[src/rtl/row_codec_pkg.sv]
// Shared definitions for the row-offset encoder and decoder blocks.
package row_codec_pkg;

  typedef enum logic [1:0] {
    IDLE  = 2'd0,
    RUN   = 2'd1,
    FLUSH = 2'd2,
    DRAIN = 2'd3
  } enc_state_t;

endpackage

[src/rtl/offset_packer.sv]
// Packs one offset word per cycle into OUT_PAR lanes and owns the r_beg output register.
module offset_packer #(
  parameter int unsigned OUT_PAR  = 4,
  parameter int unsigned ID_WIDTH = 16
) (
  input  logic                         clk,
  input  logic                         rst,
  input  logic                         push,
  input  logic                         push_last,
  input  logic [ID_WIDTH-1:0]          push_word,
  output logic                         can_accept,
  output logic                         r_beg_valid,
  input  logic                         r_beg_ready,
  output logic [OUT_PAR*ID_WIDTH-1:0]  r_beg_data,
  output logic [OUT_PAR-1:0]           r_beg_mask,
  output logic                         r_beg_last
);

  localparam int unsigned CNT_W = $clog2(OUT_PAR + 1);

  logic [OUT_PAR*ID_WIDTH-1:0] acc_data;
  logic [CNT_W-1:0]            acc_cnt;
  logic [OUT_PAR*ID_WIDTH-1:0] acc_next;
  logic [OUT_PAR-1:0]          fill_mask;
  logic                        acc_full;

  // Any push may complete a beat, so it is only taken when the output register is free.
  assign can_accept = !r_beg_valid || r_beg_ready;

  // Accumulator contents and lane mask as they would look after the current push.
  always_comb begin
    acc_next  = acc_data;
    fill_mask = '0;
    for (int i = 0; i < OUT_PAR; i++) begin
      if (acc_cnt == CNT_W'(i)) acc_next[i*ID_WIDTH +: ID_WIDTH] = push_word;
      fill_mask[i] = (CNT_W'(i) <= acc_cnt);
    end
    acc_full = (acc_cnt == CNT_W'(OUT_PAR - 1));
  end

  // Accumulator and output register; a drained output may be refilled in the same cycle.
  always_ff @(posedge clk) begin
    if (rst) begin
      acc_data    <= '0;
      acc_cnt     <= '0;
      r_beg_valid <= 1'b0;
      r_beg_data  <= '0;
      r_beg_mask  <= '0;
      r_beg_last  <= 1'b0;
    end else begin
      if (r_beg_valid && r_beg_ready) begin
        r_beg_valid <= 1'b0;
        r_beg_mask  <= '0;
        r_beg_last  <= 1'b0;
      end
      if (push && can_accept) begin
        if (acc_full || push_last) begin
          r_beg_valid <= 1'b1;
          r_beg_data  <= acc_next;
          r_beg_mask  <= fill_mask;
          r_beg_last  <= push_last;
          acc_cnt     <= '0;
        end else begin
          acc_data <= acc_next;
          acc_cnt  <= acc_cnt + CNT_W'(1);
        end
      end
    end
  end

endmodule

[src/rtl/row_encoder.sv]
// Converts a sorted stream of row ids into CSR row-begin offsets.
module row_encoder
  import row_codec_pkg::*;
#(
  parameter int unsigned OFFSET   = 0,
  parameter int unsigned IN_PAR   = 2,
  parameter int unsigned OUT_PAR  = 4,
  parameter int unsigned ID_WIDTH = 16
) (
  input  logic                         clk,
  input  logic                         rst,
  input  logic                         row_ids_valid,
  output logic                         row_ids_ready,
  input  logic [IN_PAR*ID_WIDTH-1:0]   row_ids_data,
  input  logic [IN_PAR-1:0]            row_ids_mask,
  input  logic                         row_ids_last,
  input  logic [ID_WIDTH-1:0]          num_rows,
  output logic                         r_beg_valid,
  input  logic                         r_beg_ready,
  output logic [OUT_PAR*ID_WIDTH-1:0]  r_beg_data,
  output logic [OUT_PAR-1:0]           r_beg_mask,
  output logic                         r_beg_last,
  output logic                         busy,
  output logic                         err
);

  localparam int unsigned LANE_W = $clog2(IN_PAR + 1);
  localparam int unsigned ROW_W  = ID_WIDTH + 1;

  enc_state_t                state, state_n;
  logic [IN_PAR*ID_WIDTH-1:0] in_data, in_data_n;
  logic [IN_PAR-1:0]          in_mask, in_mask_n;
  logic                       in_last, in_last_n;
  logic [LANE_W-1:0]          lane, lane_n;
  logic [ROW_W-1:0]           cur_row, cur_row_n;
  logic [ID_WIDTH-1:0]        count, count_n;
  logic [ID_WIDTH-1:0]        last_id, last_id_n;
  logic [ID_WIDTH-1:0]        num_rows_r, num_rows_r_n;
  logic                       err_q, err_n;
  logic                       busy_q, busy_n;

  logic                       ready_c;
  logic                       push, push_last;
  logic                       can_accept;
  logic                       lane_valid;
  logic [ID_WIDTH-1:0]        lane_word;
  logic [ID_WIDTH-1:0]        x;
  logic [ROW_W-1:0]           x_ext, nr_ext;

  // Select the current lane; an index of IN_PAR reads as masked off.
  always_comb begin
    lane_valid = 1'b0;
    lane_word  = '0;
    for (int i = 0; i < IN_PAR; i++) begin
      if (lane == LANE_W'(i)) begin
        lane_valid = in_mask[i];
        lane_word  = in_data[i*ID_WIDTH +: ID_WIDTH];
      end
    end
  end

  assign x      = lane_word - ID_WIDTH'(OFFSET);
  assign x_ext  = {1'b0, x};
  assign nr_ext = {1'b0, num_rows_r};

  // Next-state logic: one lane action per cycle, stalled whenever an emit cannot be taken.
  always_comb begin
    state_n      = state;
    in_data_n    = in_data;
    in_mask_n    = in_mask;
    in_last_n    = in_last;
    lane_n       = lane;
    cur_row_n    = cur_row;
    count_n      = count;
    last_id_n    = last_id;
    num_rows_r_n = num_rows_r;
    err_n        = err_q;
    ready_c      = 1'b0;
    push         = 1'b0;
    push_last    = 1'b0;

    case (state)
      IDLE: begin
        ready_c = 1'b1;
        if (row_ids_valid) begin
          in_data_n    = row_ids_data;
          in_mask_n    = row_ids_mask;
          in_last_n    = row_ids_last;
          lane_n       = '0;
          num_rows_r_n = num_rows;
          last_id_n    = '0;
          cur_row_n    = '0;
          count_n      = '0;
          err_n        = 1'b0;
          state_n      = RUN;
        end
      end

      RUN: begin
        if (!lane_valid) begin
          if (in_last) begin
            state_n = FLUSH;
          end else begin
            ready_c = 1'b1;
            if (row_ids_valid) begin
              in_data_n = row_ids_data;
              in_mask_n = row_ids_mask;
              in_last_n = row_ids_last;
              lane_n    = '0;
            end
          end
        end else if (x >= num_rows_r) begin
          err_n  = 1'b1;
          lane_n = lane + LANE_W'(1);
        end else if (cur_row <= x_ext) begin
          if (can_accept) begin
            push      = 1'b1;
            cur_row_n = cur_row + ROW_W'(1);
            if (x < last_id) err_n = 1'b1;
          end
        end else begin
          if (x < last_id) err_n = 1'b1;
          count_n   = count + ID_WIDTH'(1);
          last_id_n = x;
          lane_n    = lane + LANE_W'(1);
        end
      end

      FLUSH: begin
        if (cur_row <= nr_ext) begin
          if (can_accept) begin
            push      = 1'b1;
            push_last = (cur_row == nr_ext);
            cur_row_n = cur_row + ROW_W'(1);
            if (cur_row == nr_ext) state_n = DRAIN;
          end
        end else begin
          state_n = DRAIN;
        end
      end

      DRAIN: begin
        if (r_beg_valid && r_beg_ready && r_beg_last) begin
          state_n   = IDLE;
          cur_row_n = '0;
          count_n   = '0;
          last_id_n = '0;
        end
      end

      default: state_n = IDLE;
    endcase

    busy_n = (state_n != IDLE);
  end

  // State and datapath registers.
  always_ff @(posedge clk) begin
    if (rst) begin
      state      <= IDLE;
      in_data    <= '0;
      in_mask    <= '0;
      in_last    <= 1'b0;
      lane       <= '0;
      cur_row    <= '0;
      count      <= '0;
      last_id    <= '0;
      num_rows_r <= '0;
      err_q      <= 1'b0;
      busy_q     <= 1'b0;
    end else begin
      state      <= state_n;
      in_data    <= in_data_n;
      in_mask    <= in_mask_n;
      in_last    <= in_last_n;
      lane       <= lane_n;
      cur_row    <= cur_row_n;
      count      <= count_n;
      last_id    <= last_id_n;
      num_rows_r <= num_rows_r_n;
      err_q      <= err_n;
      busy_q     <= busy_n;
    end
  end

  assign row_ids_ready = ready_c && !rst;
  assign busy          = busy_q;
  assign err           = err_q;

  offset_packer #(
    .OUT_PAR  (OUT_PAR),
    .ID_WIDTH (ID_WIDTH)
  ) u_packer (
    .clk         (clk),
    .rst         (rst),
    .push        (push),
    .push_last   (push_last),
    .push_word   (count),
    .can_accept  (can_accept),
    .r_beg_valid (r_beg_valid),
    .r_beg_ready (r_beg_ready),
    .r_beg_data  (r_beg_data),
    .r_beg_mask  (r_beg_mask),
    .r_beg_last  (r_beg_last)
  );

endmodule

[config.mk]
export PLATFORM = sky130hd
export DESIGN_NAME = row_encoder
export DESIGN_NICKNAME = d
export VERILOG_FILES = /design/src/rtl/row_codec_pkg.sv /design/src/rtl/offset_packer.sv /design/src/rtl/row_encoder.sv
export SDC_FILE = /design/constraint.sdc
export NUM_CORES = 1
export LEC_CHECK = 0
export BUFFER_PORTS_ARGS = -buffer_cell sky130_fd_sc_hd__buf_2
export CAP_MARGIN = 30
export CORE_ASPECT_RATIO = 1.1
export CORE_MARGIN = 5
export CORE_UTILIZATION = 50
export DETAILED_ROUTE_END_ITERATION = 7
export PLACE_DENSITY_LB_ADDON = 0.12
export SYNTH_ARGS = -nofsm -noshare
export SYNTH_HDL_FRONTEND = slang
export SYNTH_SLANG_ARGS = --single-unit
[constraint.sdc]
create_clock -name clk -period 4.4 [get_ports clk]
set_input_delay 0.44 -clock clk [delete_from_list [all_inputs] [get_ports clk]]
set_output_delay 0.44 -clock clk [all_outputs]
set_load 0.05 [all_outputs]
==> metrics.md, run 1 <==
| Metric | Value |
|---|---|
| HP Class | `input port to flop` |
| CTS Root Cell | `clkbuf_16` |
| Detailed Place HPWL | `20,900 µm` |
| Synth unique cells | `62` |
| Setup_tns | `0 ps` |
| Crit Path Class | `flop to flop` |
| Hold Path Depth | `3` |
| Hold buffers post-CTS | `0` |
| Syn_area_per_cell | `8.69 µm²` |
| Max-cap violations | `0` |
| Post-DR vias/cell | `5.41` |
| Slowest cell on crit path | `or4_4` |
| R2R cell count | `14` |
| CP Data Arrival Time | `4440 ps` |
| Routed wire per std cell | `16.3 µm` |
| Fillers | `2,149` |
| TritonCTS clock tree | `built` |
| Most used cell, CP | `inv_1` |
| Max-slew violation count | `0` |
| DRC viols | `0` |
| Core Rows | `59` |
| Power Total | `5.25 mW` |
| PwrDens | `385 nW/µm²` |
| Ratio of cells with drive above 1 in the final layout | `16.9%` |
| Commonest cells in the netlist | `dfxtp_1, nand2_1, nor2_1` |
| Final setup violation count | `0` |
| Placer Congestion | `0.872` |
| RSZ-0062 raised after global routing | `false` |
| Final Hold Vio Count | `0` |
| H-tree depth | `1` |
| Worst r2r src | `lane[0]` |
| Pin count of the biggest net entering global routing | `112` |
| Cell with the most instances after synthesis | `dfxtp_1` |
| Crit path capture type | `flop` |
| IO buf count | `127` |
| Number of buffers created by CTS | `25` |
| Die W | `156 µm` |
| Number of global-route vias before repair | `9,158` |
| Initial Utilization | `50.3%` |
| Post-synth top area cell | `dfxtp_1` |
| CP Max Fanout | `17` |
| Syn nets | `1,487` |
| Die Ht | `171 µm` |
| Pre-Repair DR Iteration Count | `4` |
| F_max | `0.249 GHz` |
| Leakage | `5.94 nW` |
| Num ports | `128` |
| Routed WL | `29,000 µm` |
| Synth Cell Area | `11,800 µm²` |
| Vias | `9,609` |
| Least-Margin Pin Slew | `937 ps` |
| # diodes | `0` |
| Setup crit start kind | `flop` |
| CP delay by family, top | `compound AO/OA/AOI/OAI gates` |
| Seq/Total Area, Yosys | `41.2%` |
| Critical path, cell by cell | `inv_1 -> ha_2 -> nand2_1 -> o21ai_0 -> inv_1 -> ha_1 -> nand4b_4 -> or4_4 -> o2111ai_4 -> a211oi_2 -> o21ai_1 -> nor2_1 -> buf_4 -> nor4_1` |
| Cell area after layout | `13,700 µm²` |
| Yosys top cell area share | `41.2%` |
| Clk Latency, worst-skew pair | `530 ps` |
| Fin nets | `1,583` |
| Max rail drop VDD | `0.318 mV` |
| Drt initial violations | `488` |
| Clock sink count | `243` |
| Die area | `26,800 µm²` |
| #FFs+latches synth | `243` |
| Deepest clock path buffer count | `3` |
| CORE AREA | `23,500 µm²` |
| Clock transition at path regs | `60 ps` |
| Min-delay src | `num_rows[15]` |
| First element of the critical path | `lane[0]` |
| Levels on crit path | `14` |
| Placed Area | `12,800 µm²` |
| GRT Util Overall | `21.3%` |
| Clock Skews | `9.08 ps` |
| CP bufs+invs | `3` |
| Relative slew slack | `37.5%` |
| Worst path max stage delay | `550 ps` |
| Hold_ws | `147 ps` |
| Synth warn | `0` |
| Synth Flop Type | `dfxtp_1` |
| First-pass GRT wire length | `46,900 µm` |
| Syn Inst Count | `1,358` |
| Post-synthesis async set-or-reset flop share | `0%` |
| Most area-consuming cells after synthesis | `dfxtp_1, mux2i_1, ha_1, nand2_1, nor2_1` |
| Status | `finished, final reports clean` |
| Post-layout min period | `4020 ps` |
| Post-synth EDFFs | `0` |
| GR Overflow Total | `0` |
| Required @ worst endpoint | `4820 ps` |
| Crit share post-route | `91.3%` |
| ANT nets after route | `0` |
| Initial antenna violation count | `0` |
| Area delta synth->final | `15.8%` |
==> path summary, 6_finish.rpt <==
kind / endpoint / slack, ps
worst max register to register: cur_row[6] / 380
worst min register to register: last_id[2] / 450
worst min-delay path: num_rows_r[15] / 150
worst max-delay path: cur_row[6] / 380
==> logic make-up after synthesis <==
logic type                 after synthesis  synth area share [%]
and+or+nand+nor                        463                  17.3
AOI/OAI and AO/OA                      288                  17.2
muxes                                  118                  10.0
xor gates and xnor gates                14                  1.04
buffers and inverters                  158                  5.46
adders and majority gates               74                  7.85
DFF                                    243                  41.2
==> layer usage <==
| layer | wire length [µm] | vias up | GRT usage, % |
|---|---|---|---|
| met2 | 14100 | 211 | 36.8 |
| met1 | 12600 | 4423 | 26.9 |
| met3 | 1260 | 66 | 3.19 |
| met4 | 1050 | 0 | 8.04 |
| li1 | - | 4909 | - |
| met5 | 0 | - | 0 |
==> cell usage in the layout, fill, tap and decap left out, types with 4 or more instances in the layout <==
| cell type | count |
|---|---|
| dfxtp_1 | 243 |
| nand2_1 | 187 |
| nor2_1 | 158 |
| buf_2 | 126 |
| mux2i_1 | 118 |
| a21oi_1 | 110 |
| ha_1 | 73 |
| inv_1 | 64 |
| a211oi_1 | 52 |
| o21ai_0 | 37 |
| buf_4 | 27 |
| nand3_1 | 25 |
| clkbuf_16 | 25 |
| nor2b_1 | 24 |
| a211oi_2 | 21 |
| xor2_1 | 13 |
| nand4_1 | 11 |
| o2111ai_1 | 9 |
| or3_1 | 8 |
| nand2b_1 | 7 |
| o211ai_1 | 7 |
| a21o_1 | 7 |
| and3_1 | 7 |
| buf_12 | 7 |
| nor3_1 | 6 |
| nor4_1 | 6 |
| or4_1 | 5 |
| o21a_1 | 5 |
| and2_1 | 5 |
| clkinv_2 | 5 |
| a211o_1 | 4 |
| a31oi_1 | 4 |
| clkbuf_1 | 4 |
==> where the power goes <==
part	switching, mW	total (mW)	internal (mW)
combinational	0.522	0.814	0.292
clock	0.871	2.14	1.27
sequential	0.0396	2.30	2.26
==> worst min-delay path, cell delays in order <==
cell and delay (ps):
buf_2 90, nand2_1 40, a21oi_1 50
==> per-stage QoR <==
step                      instances  utilization (%)  worst slack, ps
after CTS                      1775             58.1              166
after floorplan                1358                -              496
after global routing           1776             58.2             15.9
final                          1776             58.2              381
after detailed placement       1731             54.5              187
after global placement         1730             54.4              359
==> state kept, by name, summed over array words and instances (netlist names) <==
register              count
num_rows_r               16
in_last                   1
u_packer.acc_cnt          3
u_packer.r_beg_data      64
u_packer.r_beg_last       1
u_packer.r_beg_mask       4
state                     2
u_packer.r_beg_valid      1
lane                      2
busy                      1
cur_row                  17
err                       1
count                    16
in_mask                   2
u_packer.acc_data        64
last_id                  16
in_data                  32
==> cell type report <==
| type | instances | area (µm²) | area share, % |
|---|---|---|---|
| Multi-Input combinational cell | 957 | 6310 | 46.2 |
| Sequential cell | 243 | 4860 | 35.6 |
| Timing Repair Buffer | 163 | 1040 | 7.61 |
| Clock buffer | 32 | 682 | 4.99 |
| Tap cell | 305 | 382 | 2.79 |
| Inverter | 64 | 240 | 1.76 |
| Clock inverter | 12 | 148 | 1.08 |
==> what timing repair did <==
action | CTS | global route
buffers inserted | 0 | 0
setup endpoints to repair | 0 | 19
resized for setup | 0 | 1
Power figures use the tool's default switching activity.
==> run 2: changes to the inputs <==
--- a/config.mk
+++ b/config.mk
@@ -10,8 +10,10 @@
 export CORE_ASPECT_RATIO = 1.1
 export CORE_MARGIN = 5
 export CORE_UTILIZATION = 50
+export CTS_BUF_LIST = sky130_fd_sc_hd__clkbuf_8
 export DETAILED_ROUTE_END_ITERATION = 7
 export PLACE_DENSITY_LB_ADDON = 0.12
 export SYNTH_ARGS = -nofsm -noshare
 export SYNTH_HDL_FRONTEND = slang
+export SYNTH_HIERARCHICAL = 1
 export SYNTH_SLANG_ARGS = --single-unit
==> metrics.md, run 2 <==
| Metric | Value |
|---|---|
| Clock transition at path regs | `70 ps (was 60 ps)` |
| Vias | `10,839 (was 9,609)` |
| Status | `finished, final reports clean (unchanged)` |
| Most area-consuming cells after synthesis | `dfxtp_1, nand2_1, ha_1, a21oi_1, mux2i_1 (was dfxtp_1, mux2i_1, ha_1, nand2_1, nor2_1)` |
| Cell with the most instances after synthesis | `nand2_1 (was dfxtp_1)` |
| Crit path capture type | `flop (unchanged)` |
| Worst Setup Slack, final | `265 ps (was 381 ps)` |
| Max-slew violation count | `0 (unchanged)` |
| Commonest cells in the netlist | `nand2_1, dfxtp_1, a21oi_1 (was dfxtp_1, nand2_1, nor2_1)` |
| Post-synth top area cell | `dfxtp_1 (unchanged)` |
| Power Total | `5.40 mW (was 5.25 mW)` |
| Setup_tns | `0 ps (unchanged)` |
| Most frequent cells in the layout | `nand2_1, dfxtp_1, a21oi_1, buf_2, nor2_1 (was dfxtp_1, nand2_1, nor2_1, buf_2, mux2i_1)` |
| Die Ht | `176 µm (was 171 µm)` |
| Fillers | `2,277 (was 2,149)` |
| Pint | `3.77 mW (was 3.82 mW)` |
| Seq/Total Area, Yosys | `38.9% (was 41.2%)` |
| Setup crit end | `u_packer/r_beg_data[54] (was cur_row[6])` |
| Placer Congestion | `0.998 (was 0.872)` |
| Pre-Repair DR Iteration Count | `5 (was 4)` |
| Initial antenna violation count | `1 (was 0)` |
| Max rail drop VDD | `0.276 mV (was 0.318 mV)` |
| RSZ-0062 raised after global routing | `false (unchanged)` |
| Die area | `28,300 µm² (was 26,800 µm²)` |
| Relative slew slack | `36.5% (was 37.5%)` |
| First element of the critical path | `lane[1] (was lane[0])` |
| PwrDens | `378 nW/µm² (was 385 nW/µm²)` |
| Hold Path Depth | `3 (unchanged)` |
| Leakage | `5.74 nW (was 5.94 nW)` |
| Routed WL | `33,900 µm (was 29,000 µm)` |
| Syn Inst Count | `1,476 (was 1,358)` |
| Required @ worst endpoint | `4840 ps (was 4820 ps)` |
| Synth Cell Area | `12,500 µm² (was 11,800 µm²)` |
| GRT Util Overall | `23.6% (was 21.3%)` |
| F_max | `0.242 GHz (was 0.249 GHz)` |
| Clock share of power | `38.3% (was 40.8%)` |
| Pin count of the biggest net entering global routing | `181 (was 112)` |
| Place WS | `90.0 ps (was 187 ps)` |
| Power share of the sequential group | `42.7% (was 43.7%)` |
| Least-Margin Pin Slew | `949 ps (was 937 ps)` |
| Clock Skews | `26.6 ps (was 9.08 ps)` |
| Yosys top cell area share | `38.9% (was 41.2%)` |
| Initial Utilization | `51.0% (was 50.3%)` |
| Sw frac | `30.2% (was 27.3%)` |
| Synth unique cells | `68 (was 62)` |
| Deepest clock path buffer count | `3 (unchanged)` |
| Num ports | `128 (unchanged)` |
| HP Class | `input port to flop (unchanged)` |
| Clock sink count | `243 (unchanged)` |
| FF-to-FF End | `u_packer/r_beg_data[54] (was cur_row[6])` |
| Gate power share | `19.0% (was 15.5%)` |
| Placed Area | `13,400 µm² (was 12,800 µm²)` |
| DRC viols | `0 (unchanged)` |
| Detailed Place HPWL | `23,700 µm (was 20,900 µm)` |
| Reg2Reg Setup Slack | `260 ps (was 380 ps)` |
| Crit Path Class | `flop to flop (unchanged)` |
| Commonest non-fill, non-tap cell in the layout | `nand2_1 (was dfxtp_1)` |
| Setup crit start kind | `flop (unchanged)` |
| Post-layout min period | `4140 ps (was 4020 ps)` |
| Register Area | `4860 µm² (unchanged)` |
| First-pass GRT wire length | `55,100 µm (was 46,900 µm)` |
| Syn_area_per_cell | `8.47 µm² (was 8.69 µm²)` |
| Final Hold Vio Count | `0 (unchanged)` |
| Routed wire per std cell | `17.6 µm (was 16.3 µm)` |
| # diodes | `0 (unchanged)` |
| Number of buffers created by CTS | `41 (was 25)` |
| Area delta synth->final | `14.4% (was 15.8%)` |
| Max-cap violations | `0 (unchanged)` |
| CTS Root Cell | `clkbuf_8 (was clkbuf_16)` |
| Core Rows | `60 (was 59)` |
| Syn nets | `1,605 (was 1,487)` |
| Clk Latency, worst-skew pair | `560 ps (was 530 ps)` |
| Drt initial violations | `668 (was 488)` |
| H-tree depth | `2 (was 1)` |
| ANT nets after route | `0 (unchanged)` |
| Top Registers | `u_packer/acc_data: 64 flops, u_packer/r_beg_data: 64 flops, in_data: 32 flops (was u_packer.acc_data: 64 flops, u_packer.r_beg_data: 64 flops, in_data: 32 flops)` |
| CORE AREA | `24,500 µm² (was 23,500 µm²)` |
| Hold buffers post-CTS | `0 (unchanged)` |
| Multi-input gate area | `6900 µm² (was 6310 µm²)` |
| Synth Flop Type | `dfxtp_1 (unchanged)` |
| Post-synthesis async set-or-reset flop share | `0% (unchanged)` |
| TritonCTS clock tree | `built (unchanged)` |
| R2R cell count | `17 (was 14)` |
| IO buf count | `127 (unchanged)` |
| CP Max Fanout | `33 (was 17)` |
| CP Data Arrival Time | `4580 ps (was 4440 ps)` |
| #FFs+latches synth | `243 (unchanged)` |
| Worst r2r src | `lane[1] (was lane[0])` |
| Crit share post-route | `94.0% (was 91.3%)` |
| Cell area after layout | `14,300 µm² (was 13,700 µm²)` |
| Synth warn | `6 (was 0)` |
| Fin nets | `1,721 (was 1,583)` |
| Post-DR vias/cell | `5.61 (was 5.41)` |
| Ratio of cells with drive above 1 in the final layout | `19.5% (was 16.9%)` |
| Die W | `161 µm (was 156 µm)` |
| Final setup violation count | `0 (unchanged)` |
| Post-synth EDFFs | `0 (unchanged)` |
| Number of global-route vias before repair | `10,632 (was 9,158)` |
| GR Overflow Total | `0 (unchanged)` |
| Net Sw Power | `1.63 mW (was 1.43 mW)` |
-- run 2: power by group through the flow --
stage          combinational (mW)  clock (mW)  sequential [mW]
4_1_cts                      1.02        2.14             2.30
5_1_grt                      1.14        2.24             2.31
3_5_place_dp                 1.01           0             2.35
6_report                     1.03        2.07             2.31
3_3_place_gp                 1.00           0             2.35
2_1_floorplan               0.713           0             2.35
-- run 2: metal layers --
metal	vias to the layer above	part of all wire [%]	global-route usage (%)
met5	-	0.041	0
met4	2	4.3	10.9
met3	82	4.8	3.59
met2	298	48	40.6
met1	5019	43	29.2
li1	5438	-	-
-- run 2: kinds of logic (layout without fill, tap and decap cells) --
group | count (synthesis) | after routing | synth area share (%)
and+or+nand+nor | 566 | 566 | 21.1
AOI/OAI and AO/OA | 355 | 355 | 21.0
DFF | 243 | 243 | 38.9
buffers and inverters | 172 | 317 | 6.26
adders and majority gates | 74 | 74 | 7.40
muxes | 65 | 65 | 5.20
xor gates and xnor gates | 1 | 1 | 0.0700
-- run 2: what timing repair did --
| item | CTS | global route |
|---|---|---|
| buffers inserted | 0 | 3 |
| endpoints found under the setup margin | 0 | 111 |
| gates resized for setup | 0 | 5 |
-- run 2: area by class of cell --
class	instances	share of cell area (%)
Multi-Input combinational cell	1061	48.2
Sequential cell	243	34.0
Timing Repair Buffer	171	7.18
Clock buffer	54	5.19
Tap cell	310	2.71
Inverter	74	1.94
Clock inverter	18	0.752
-- run 2: worst min path at each step --
stage | startpoint | endpoint
after floorplan | in_mask[0] | in_mask[0]
after global placement | u_packer/acc_data[32] | u_packer/acc_data[32]
after detailed placement | u_packer/acc_data[45] | u_packer/acc_data[45]
after CTS | row_ids_data[16] | in_data[16]
after global routing | row_ids_data[16] | in_data[16]
final | row_ids_data[16] | in_data[16]
-- run 2: worst max-delay path: stages, from the launching register on --
cell and delay [ps]:
dfxtp_1 310, inv_1 100, ha_1 260, buf_12 200
nor2_1 60, a21oi_1 200, inv_1 140, ha_1 290
a2111o_1 380, a311oi_2 340, a31oi_1 200, a21oi_1 230
a32oi_1 180, nor2_2 250, o211a_4 300, buf_4 260
nor2_1 80, a311oi_2 240
-- run 2: stage by stage --
step	util [%]	hold slack (ps)	cells
floorplan	-	432	1476
CTS	58.1	92.8	1928
finish	58.3	117	1931
global route	58.3	106	1931
global placement	54.5	441	1854
detailed placement	54.7	447	1856
==> run 3: changes to the inputs <==
--- a/config.mk
+++ b/config.mk
@@ -12,7 +12,7 @@
 export CORE_UTILIZATION = 50
 export CTS_BUF_LIST = sky130_fd_sc_hd__clkbuf_8
 export DETAILED_ROUTE_END_ITERATION = 7
-export PLACE_DENSITY_LB_ADDON = 0.12
+export PLACE_DENSITY_LB_ADDON = 0.3
 export SYNTH_ARGS = -nofsm -noshare
 export SYNTH_HDL_FRONTEND = slang
 export SYNTH_HIERARCHICAL = 1
==> metrics.md, run 3 (synthesis results as in run 2) <==
| Metric | Value |
|---|---|
| Status | `finished, final reports clean (unchanged)` |
| Max-cap violations | `0 (unchanged)` |
| Die W | `161 µm (unchanged)` |
| Power share of the sequential group | `43.5% (was 42.7%)` |
| Num ports | `128 (unchanged)` |
| First-pass GRT wire length | `54,700 µm (was 55,100 µm)` |
| Hold_ws | `108 ps (was 117 ps)` |
| Net Sw Power | `1.62 mW (was 1.63 mW)` |
| Die area | `28,300 µm² (unchanged)` |
| CORE AREA | `24,500 µm² (unchanged)` |
| Drt initial violations | `761 (was 668)` |
| Die Ht | `176 µm (unchanged)` |
| Clock Skews | `40.5 ps (was 26.6 ps)` |
| Clock sink count | `243 (unchanged)` |
| GRT Util Overall | `23.4% (was 23.6%)` |
| Post-DR vias/cell | `5.80 (was 5.61)` |
| Setup crit start kind | `flop (unchanged)` |
| Register Area | `4860 µm² (unchanged)` |
| Ratio of cells with drive above 1 in the final layout | `19.1% (was 19.5%)` |
| Leakage | `5.65 nW (was 5.74 nW)` |
| Pint | `3.68 mW (was 3.77 mW)` |
| CTS Root Cell | `clkbuf_8 (unchanged)` |
| HP Class | `input port to flop (unchanged)` |
| Deepest clock path buffer count | `3 (unchanged)` |
| # diodes | `0 (unchanged)` |
| Placer Congestion | `0.930 (was 0.998)` |
| Pre-Repair DR Iteration Count | `5 (unchanged)` |
| H-tree depth | `2 (unchanged)` |
| Crit path capture type | `flop (unchanged)` |
| Initial Utilization | `51.0% (unchanged)` |
| Vias | `11,092 (was 10,839)` |
| Relative slew slack | `34.0% (was 36.5%)` |
| IO buf count | `127 (unchanged)` |
| Area delta synth->final | `13.5% (was 14.4%)` |
| Fin util | `57.8% (was 58.3%)` |
| Required @ worst endpoint | `4850 ps (was 4840 ps)` |
| Core Rows | `60 (unchanged)` |
| TritonCTS clock tree | `built (unchanged)` |
| ANT nets after route | `0 (unchanged)` |
| Setup_tns | `0 ps (unchanged)` |
| Sw frac | `30.5% (was 30.2%)` |
| Final Hold Vio Count | `0 (unchanged)` |
| F_max | `0.240 GHz (was 0.242 GHz)` |
| Detailed Place HPWL | `23,600 µm (was 23,700 µm)` |
| Initial antenna violation count | `0 (was 1)` |
| Reg2Reg Setup Slack | `230 ps (was 260 ps)` |
| Power Total | `5.30 mW (was 5.40 mW)` |
| Final non-filler cell total | `1,913 (was 1,931)` |
| Routed WL | `34,300 µm (was 33,900 µm)` |
| CP Data Arrival Time | `4620 ps (was 4580 ps)` |
| Clock share of power | `36.9% (was 38.3%)` |
| DRC viols | `0 (unchanged)` |
| Clk Latency, worst-skew pair | `570 ps (was 560 ps)` |
| Pin count of the biggest net entering global routing | `116 (was 181)` |
| Most frequent cells in the layout | `nand2_1, dfxtp_1, a21oi_1, buf_2, nor2_1 (unchanged)` |
| Fillers | `2,275 (was 2,277)` |
| Number of global-route vias before repair | `10,704 (was 10,632)` |
| Commonest non-fill, non-tap cell in the layout | `nand2_1 (unchanged)` |
| PwrDens | `373 nW/µm² (was 378 nW/µm²)` |
| Routed wire per std cell | `17.9 µm (was 17.6 µm)` |
| Gate power share | `19.6% (was 19.0%)` |
| Clock transition at path regs | `60 ps (was 70 ps)` |
| Max-slew violation count | `0 (unchanged)` |
| Post-layout min period | `4170 ps (was 4140 ps)` |
| Fin nets | `1,712 (was 1,721)` |
| Least-Margin Pin Slew | `990 ps (was 949 ps)` |
| GR Overflow Total | `0 (unchanged)` |
| Placed Cells | `1,848 (was 1,856)` |
| Max rail drop VDD | `0.281 mV (was 0.276 mV)` |
| Multi-input gate area | `6920 µm² (was 6900 µm²)` |
| Final setup violation count | `0 (unchanged)` |
| Crit share post-route | `94.7% (was 94.0%)` |
| Number of buffers created by CTS | `41 (unchanged)` |
| Crit Path Class | `flop to flop (unchanged)` |
| Top Registers | `u_packer/acc_data: 64 flops, u_packer/r_beg_data: 64 flops, in_data: 32 flops (unchanged)` |
| CP Max Fanout | `58 (was 33)` |
-- run 3: cell count changes in the layout (fill, tap and decap cells not counted), sizes merged --
cell	delta
buf	-9
clkbuf	-5
clkinv	-1
inv	-3
-- run 3: final cells by class --
type / count / share of cell area [%]
clock buffer: 49 / 4.75
clock inverter: 14 / 0.714
timing repair buffer: 162 / 6.89
sequential: 243 / 34.3
tap: 310 / 2.73
multi-input combinational: 1061 / 48.7
inverter: 74 / 1.96
-- run 3: routing by layer --
layer  wire, µm  vias to the layer above  GRT usage, %
li1           -                     5419             -
met1      14600                     5205          29.5
met2      16500                      375          40.3
met3       2050                       93          3.54
met4       1250                        0          9.28
met5          0                        -             0
-- run 3: metrics by stage --
| stage | area, µm² | setup slack, ps |
|---|---|---|
| floorplan | 12500 | 419 |
| global placement | 13300 | 257 |
| detailed placement | 13400 | 103 |
| finish | 14200 | 232 |
| CTS | 14100 | 51.7 |
| global route | 14200 | -11.2 |
-- run 3: critical path, cell delays in order (launching register included) --
cell      delay (ps)
dfxtp_1          320
inv_1             80
ha_1             220
buf_12           180
o21ai_0          280
inv_1             80
ha_1             270
nand2b_1         140
a2111o_1         420
a311oi_2         350
a31oi_1          190
a21oi_2          160
a32oi_1          140
nor2_1           180
buf_4            180
o211a_4          250
buf_16           280
nor2_1            90
a211oi_2         190
-- run 3: path summary, 6_finish.rpt --
kind | cells after the start | from | end
worst max-delay path | 18 | lane[1] | u_packer/r_beg_data[24]
worst min-delay path | 3 | row_ids_data[9] | in_data[9]
worst max register to register | 18 | lane[1] | u_packer/r_beg_data[24]
worst min register to register | 2 | u_packer/acc_data[43] | u_packer/acc_data[43]
-- run 3: power by group through the flow --
stage	logic, mW	registers, mW	clock network [mW]
finish	1.04	2.31	1.96
floorplan	0.713	2.35	0
global route	1.15	2.31	2.10
CTS	1.01	2.31	2.00
detailed placement	1.00	2.35	0
global placement	0.978	2.35	0
-- run 3: repair_timing --
item	CTS	global route
setup endpoints to repair	0	116
gates resized for setup	0	9
buffers inserted	0	2
hold buffers	0	0
